`src/rtl/id_issue_select_pkg.sv`:
```
// Shared decode constants, issue encodings and FSM state type for the ID issue
// stage.
package id_issue_select_pkg;

  localparam logic [5:0] OP_SPECIAL = 6'h00;
  localparam logic [5:0] OP_REGIMM  = 6'h01;
  localparam logic [5:0] OP_J       = 6'h02;
  localparam logic [5:0] OP_JAL     = 6'h03;
  localparam logic [5:0] OP_BEQ     = 6'h04;
  localparam logic [5:0] OP_BNE     = 6'h05;
  localparam logic [5:0] OP_BLEZ    = 6'h06;
  localparam logic [5:0] OP_BGTZ    = 6'h07;
  localparam logic [5:0] OP_COP0    = 6'h10;

  localparam logic [5:0] FN_JR      = 6'h08;
  localparam logic [5:0] FN_JALR    = 6'h09;
  localparam logic [5:0] FN_SYSCALL = 6'h0c;
  localparam logic [5:0] FN_BREAK   = 6'h0d;

  // Queue valid / pop-count encodings.
  localparam logic [1:0] NO_ISSUE     = 2'b00;
  localparam logic [1:0] SINGLE_ISSUE = 2'b01;
  localparam logic [1:0] DUAL_ISSUE   = 2'b11;

  typedef enum logic {
    ST_NORMAL = 1'b0,
    ST_SERIAL = 1'b1
  } issue_state_e;

endpackage

```
`src/rtl/id_issue_select_inst_class.sv`:
```
// Combinational per-slot classifier: destination, source usage, memory,
// control-transfer and serializing attributes of one MIPS instruction.
module issue_inst_class
  import id_issue_select_pkg::*;
(
  input  logic [31:0] inst,
  output logic [4:0]  dest,
  output logic        dest_v,
  output logic        rs_v,
  output logic        rt_v,
  output logic        mem,
  output logic        br,
  output logic        serial
);

  logic [5:0] op;
  logic [5:0] funct;
  logic       is_r;
  logic       has_dest;

  assign op    = inst[31:26];
  assign funct = inst[5:0];
  assign is_r  = (op == OP_SPECIAL);

  always_comb begin
    // NOTE: every output gets a default first so no path leaves a latch behind.
    dest     = 5'd0;
    has_dest = 1'b0;
    if (is_r) begin
      dest     = inst[15:11];
      has_dest = 1'b1;
    end else if ((op inside {[6'h08:6'h0f]}) || (op inside {[6'h20:6'h26]})) begin
      dest     = inst[20:16];
      has_dest = 1'b1;
    end else if (op == OP_JAL) begin
      dest     = 5'd31;
      has_dest = 1'b1;
    end
  end

  // $0 is hardwired, so writing it never creates a dependency.
  assign dest_v = has_dest && (dest != 5'd0);
  assign rs_v   = !((op == OP_J) || (op == OP_JAL));
  assign rt_v   = is_r || (op == OP_BEQ) || (op == OP_BNE) || (op inside {[6'h28:6'h2b]});
  assign mem    = op[5];
  assign br     = (op inside {OP_REGIMM, OP_J, OP_JAL, OP_BEQ, OP_BNE, OP_BLEZ, OP_BGTZ})
                  || (is_r && (funct inside {FN_JR, FN_JALR}));
  assign serial = (op == OP_COP0) || (is_r && (funct inside {FN_SYSCALL, FN_BREAK}));

endmodule

```
`src/rtl/id_issue_select.sv`:
```
// Dual-issue selector between the instruction queue and the ID->EXE register:
// decides the pop count each cycle and captures the issued pair.
module id_issue_select
  import id_issue_select_pkg::*;
#(
  parameter int CKPT_W = 40,
  parameter int EXC_W  = 5
) (
  input  logic                  clk,
  input  logic                  rst,
  input  logic                  SBA_flush_w_i,
  input  logic                  CP0_excOccur_w_i,
  input  logic                  EXE_stall_i,
  input  logic                  EXE_serialDone_i,
  input  logic [1:0]            IQ_supplyValid_i,
  input  logic [63:0]           IQ_inst_p_i,
  input  logic [63:0]           IQ_VAddr_p_i,
  input  logic [1:0]            IQ_hasException_p_i,
  input  logic [2*EXC_W-1:0]    IQ_ExcCode_p_i,
  input  logic [1:0]            IQ_isRefill_p_i,
  input  logic [63:0]           IQ_predDest_p_i,
  input  logic [1:0]            IQ_predTake_p_i,
  input  logic [2*CKPT_W-1:0]   IQ_checkPoint_p_i,
  output logic [1:0]            ID_upDateMode_o,
  output logic [1:0]            ID_valid_o,
  output logic [63:0]           ID_inst_o,
  output logic [63:0]           ID_VAddr_o,
  output logic [63:0]           ID_predDest_o,
  output logic [1:0]            ID_hasException_o,
  output logic [1:0]            ID_isRefill_o,
  output logic [1:0]            ID_predTake_o,
  output logic [2*EXC_W-1:0]    ID_ExcCode_o,
  output logic [2*CKPT_W-1:0]   ID_checkPoint_o,
  output logic [31:0]           ID_dualCnt_o,
  output logic [31:0]           ID_singleCnt_o
);

  issue_state_e state, state_next;
  logic [1:0]   issue;
  logic         flush;
  logic         raw;

  logic [4:0] s0_dest, s1_dest;
  logic       s0_dest_v, s0_rs_v, s0_rt_v, s0_mem, s0_br, s0_serial;
  logic       s1_dest_v, s1_rs_v, s1_rt_v, s1_mem, s1_br, s1_serial;

  issue_inst_class u_class0 (
    .inst(IQ_inst_p_i[31:0]), .dest(s0_dest), .dest_v(s0_dest_v), .rs_v(s0_rs_v),
    .rt_v(s0_rt_v), .mem(s0_mem), .br(s0_br), .serial(s0_serial)
  );

  issue_inst_class u_class1 (
    .inst(IQ_inst_p_i[63:32]), .dest(s1_dest), .dest_v(s1_dest_v), .rs_v(s1_rs_v),
    .rt_v(s1_rt_v), .mem(s1_mem), .br(s1_br), .serial(s1_serial)
  );

  assign flush = SBA_flush_w_i || CP0_excOccur_w_i;
  assign raw   = s0_dest_v && ((s1_rs_v && (IQ_inst_p_i[57:53] == s0_dest)) ||
                               (s1_rt_v && (IQ_inst_p_i[52:48] == s0_dest)));

  always_comb begin
    issue = NO_ISSUE;
    if (rst || flush || EXE_stall_i || (state == ST_SERIAL)) issue = NO_ISSUE;
    else if (IQ_supplyValid_i == NO_ISSUE)                      issue = NO_ISSUE;
    else if (IQ_hasException_p_i[0] || s0_serial)               issue = SINGLE_ISSUE;
    else if (s0_br && !IQ_supplyValid_i[1])                     issue = NO_ISSUE;
    else if (!IQ_supplyValid_i[1])                              issue = SINGLE_ISSUE;
    else if (IQ_hasException_p_i[1] || s1_serial || s1_br)      issue = SINGLE_ISSUE;
    else if (raw)                                               issue = SINGLE_ISSUE;
    else if (s0_mem && s1_mem)                                  issue = SINGLE_ISSUE;
    else                                                        issue = DUAL_ISSUE;
  end

  assign ID_upDateMode_o = issue;

  always_comb begin
    state_next = state;
    case (state)
      ST_NORMAL: if ((issue != NO_ISSUE) && s0_serial)  state_next = ST_SERIAL;
      ST_SERIAL: if (EXE_serialDone_i || flush)         state_next = ST_NORMAL;
      default:                                          state_next = ST_NORMAL;
    endcase
  end

  // Payloads are reset too: downstream debug views expect zero after reset.
  always_ff @(posedge clk or posedge rst) begin
    if (rst) begin
      state             <= ST_NORMAL;
      ID_valid_o        <= NO_ISSUE;
      ID_inst_o         <= '0;
      ID_VAddr_o        <= '0;
      ID_predDest_o     <= '0;
      ID_hasException_o <= '0;
      ID_isRefill_o     <= '0;
      ID_predTake_o     <= '0;
      ID_ExcCode_o      <= '0;
      ID_checkPoint_o   <= '0;
      ID_dualCnt_o      <= '0;
      ID_singleCnt_o    <= '0;
    end else begin
      // NOTE: non-blocking so every register samples pre-edge values.
      state <= state_next;
      if (flush) begin
        ID_valid_o <= NO_ISSUE;
      end else if (!EXE_stall_i) begin
        ID_valid_o <= issue;
        if (issue != NO_ISSUE) begin
          ID_inst_o         <= IQ_inst_p_i;
          ID_VAddr_o        <= IQ_VAddr_p_i;
          ID_predDest_o     <= IQ_predDest_p_i;
          ID_hasException_o <= IQ_hasException_p_i;
          ID_isRefill_o     <= IQ_isRefill_p_i;
          ID_predTake_o     <= IQ_predTake_p_i;
          ID_ExcCode_o      <= IQ_ExcCode_p_i;
          ID_checkPoint_o   <= IQ_checkPoint_p_i;
        end
        if (issue == DUAL_ISSUE)   ID_dualCnt_o   <= ID_dualCnt_o + 32'd1;
        if (issue == SINGLE_ISSUE) ID_singleCnt_o <= ID_singleCnt_o + 32'd1;
      end
    end
  end

endmodule

```
`config.mk`:
```
export PLATFORM = sky130hd
export DESIGN_NAME = id_issue_select
export DESIGN_NICKNAME = d
export VERILOG_FILES = /design/src/rtl/id_issue_select_pkg.sv /design/src/rtl/id_issue_select_inst_class.sv /design/src/rtl/id_issue_select.sv
export SDC_FILE = /design/constraint.sdc
export NUM_CORES = 1
export LEC_CHECK = 0
export ABC_AREA = 1
export BUFFER_PORTS_ARGS = -buffer_cell sky130_fd_sc_hd__buf_2
export CAP_MARGIN = 10
export CELL_PAD_IN_SITES_DETAIL_PLACEMENT = 2
export CELL_PAD_IN_SITES_GLOBAL_PLACEMENT = 2
export CORE_MARGIN = 5
export CORE_UTILIZATION = 26
export DETAILED_ROUTE_END_ITERATION = 12
export PLACE_DENSITY_LB_ADDON = 0.1
export SLEW_MARGIN = 25
export SYNTH_ARGS = -nofsm -noshare
export SYNTH_HDL_FRONTEND = slang
export SYNTH_SLANG_ARGS = --single-unit
```
`constraint.sdc`:
```
create_clock -name clk -period 12.3 [get_ports clk]
set_input_delay 0.615 -clock clk [delete_from_list [all_inputs] [get_ports clk]]
set_output_delay 0.615 -clock clk [all_outputs]
set_load 0.02 [all_outputs]
```
==> metrics.cfg <==
[run_status]
outcome=finished, final reports clean

[yosys]
synth_nets=2163
synth_edf_count=0
postSynthCellCount=1865
ys_ff_latch=355
yosys_warnings=0
synth.avg_cell_area_um2=8.19
synth_area_mm2=0.0153
yosysSeqAreaShare=0.581
synth.distinct_cells=32
synthFlopType=dfrtp_1
synthArstFlopShare=1.00

[power]
power_frac_comb=0.244
power_switching_mw=1.28
power_frac_seq=0.409
powerDensity_mw_per_mm2=178
ir_worst_vdd_v=0.0000804
power_frac_clock=0.347
p_int_mw=2.40
power_leakage_nw=11.8
swShare=0.347

[timing]
rsz0062_at_grt=false
fin_tns_setup_ns=0
slew_viol_final=0
worstMarginPinSlew_ns=0.949
max_freq_ghz=0.218
finalCritPeriodShare=0.373
hold_viol_final=0
relSlewSlack=0.367
setup_viol=0
skew_ns=0.0214
min_period_ns=4.58

[grt]
grt_pass1_wl_um=108000
grt-ovfl-total=0
grtUsageTotal=0.221
grt_pass1_vias=16900
grt_max_degree=236
antenna_found_initial=40

[floorplanning]
die_x_um=252
fp.dieArea_mm2=0.0637
initial_core_util=0.264
io_pins=652
coreArea_mm2=0.0579
die_h_um=252
num_rows=88

[clocking]
cts_root_buffer=clkbuf_16
cts_sinks=355
clk_pin_slew_ns=0.06
post_cts_resized=0
cts_buffers=45
htree_levels=2
cts_hold_buf=0
cts_tree=yes
cts_setup_buffers=0
worstSkewPairLatency_ns=0.57
cts_buffer_depth=3

[setup_path]
endpoint_kind=primary output
critical_path_arrival_ns=3.97
required_ns=11.69
crit_path_max_fanout=145
startpoint_type=primary input
path_class=in2out

[detailed_routing]
first_pass_iters=4
num_vias=15100
postRouteWirelength_um=73100
drtIter0Drc=596
post_drt_via_cell_ratio=4.57
wl_per_cell_um=22.2
drc=0
ant_nets=0

[finish]
layout-drive-gt1-share=0.293
nets=2786
multi_input_area_mm2=0.00565
area_growth_pct=35.1
ff_latch_area_mm2=0.00888
num-fill-cells=6830
fin_util=0.356

[place]
gp_congestion=0.836
hpwl_um=55400
portBuffers=651

[job]
max_cap_viol_count=0

[min_path]
min_path_type=in2async

-- worst paths after layout --
check / to / start / slack, ns / cells past startpoint
max: ID_upDateMode_o[0] / IQ_inst_p_i[26] / 7.72 / 11
min: ID_predDest_o[19] / rst / 0.12 / 2
max reg2reg: ID_VAddr_o[16] / state / 8.50 / 7
min reg2reg: ID_VAddr_o[39] / ID_VAddr_o[39] / 0.47 / 2
max in group asynchronous: ID_checkPoint_o[10] / rst / 10.16 / 4
min in group clk: ID_VAddr_o[10] / IQ_VAddr_p_i[10] / 0.24 / 3
-- cells in the mapped netlist, types with 9 or more instances --
cell type / count / share of area
xor2_1: 14 / 0.0080
dfrtp_1: 355 / 0.58
xnor2_1: 17 / 0.0097
nand3_1: 94 / 0.031
nand4_1: 46 / 0.019
buf_2: 38 / 0.012
inv_1: 82 / 0.020
nand2_1: 1035 / 0.25
o21ai_0: 30 / 0.0098
nor2_1: 54 / 0.013
nor3_1: 15 / 0.0049
clkbuf_1: 28 / 0.0069
nor4_1: 9 / 0.0037
-- registers in the layout, summed over array words and instances (netlist names) --
| register | count |
|---|---|
| ID_isRefill_o | 2 |
| ID_dualCnt_o | 32 |
| ID_singleCnt_o | 32 |
| ID_hasException_o | 2 |
| ID_predTake_o | 2 |
| ID_VAddr_o | 64 |
| ID_ExcCode_o | 10 |
| state | 1 |
| ID_checkPoint_o | 80 |
| ID_predDest_o | 64 |
| ID_valid_o | 2 |
| ID_inst_o | 64 |
-- routing by layer --
layer  track usage  up-vias  share of wire
met5             0        -         0.0034
met4        0.0515       34          0.019
met3        0.0849      116          0.082
met2         0.398      380           0.52
met1         0.247     7519           0.38
li1              -     7029              -
-- cells by family (layout without fill, tap and decap cells) --
family	Yosys count	count (layout)	share of synthesized area
simple gates	1271	1271	0.337
flops	355	355	0.581
buf+inv	171	821	0.0500
compound gates	35	35	0.0122
xor+xnor	31	31	0.0178
fa+ha+maj	2	2	0.00164
other cells	0	16	0
-- cell type report --
| type | instances | share of cell area |
|---|---|---|
| Antenna cell | 16 | 0.00194 |
| Clock inverter | 5 | 0.00279 |
| Sequential cell | 355 | 0.430 |
| Inverter | 85 | 0.0162 |
| Timing Repair Buffer | 662 | 0.164 |
| Tap cell | 765 | 0.0464 |
| Clock buffer | 69 | 0.0643 |
| Multi-Input combinational cell | 1339 | 0.274 |
-- layout by cell type, fill, tap and decap left out, drive strengths merged --
| master | n |
|---|---|
| ha | 2 |
| o31ai | 1 |
| nand2 | 1039 |
| xor2 | 14 |
| xnor2 | 17 |
| nand4 | 46 |
| bufinv | 1 |
| clkbuf | 69 |
| dfrtp | 355 |
| nand3b | 7 |
| or2 | 1 |
| nor4 | 10 |
| o22ai | 2 |
| nand3 | 95 |
| diode | 16 |
| o21bai | 1 |
| inv | 87 |
| nor3 | 16 |
| buf | 662 |
| o311ai | 1 |
| or3 | 2 |
| clkinv | 2 |
| o21ai | 30 |
| nor2 | 55 |
-- per-stage QoR --
step	area [µm²]	setup slack, ns	hold WS [ns]	power, mW	instances
2_1_floorplan	15300	1.82	0.519	1.97	1865
3_3_place_gp	19200	6.59	0.456	2.41	3204
3_5_place_dp	19200	6.44	0.463	2.43	3204
4_1_cts	20500	6.75	0.117	3.75	3278
5_1_grt	20600	7.37	0.154	3.87	3288
6_report	20600	7.72	0.122	3.68	3296
-- worst max-delay path: stages --
cell and delay, ns:
buf_2 0.12, inv_1 0.06, nand2_1 0.08, nor2_2 0.31, nand4_1 0.27, nand2_1 0.22
or3_1 0.18, nand3_4 0.31, inv_8 0.72, buf_4 0.72, buf_2 0.29
-- power by group through the flow --
| stage | Sequential, mW | Clock (mW) | Combinational [mW] |
|---|---|---|---|
| after floorplan | 1.76 | 0 | 0.213 |
| final | 1.50 | 1.28 | 0.898 |
| after detailed placement | 1.51 | 0 | 0.918 |
| after global routing | 1.53 | 1.37 | 0.969 |
| after global placement | 1.50 | 0 | 0.902 |
| after CTS | 1.50 | 1.33 | 0.919 |
Power figures use the tool's default switching activity.
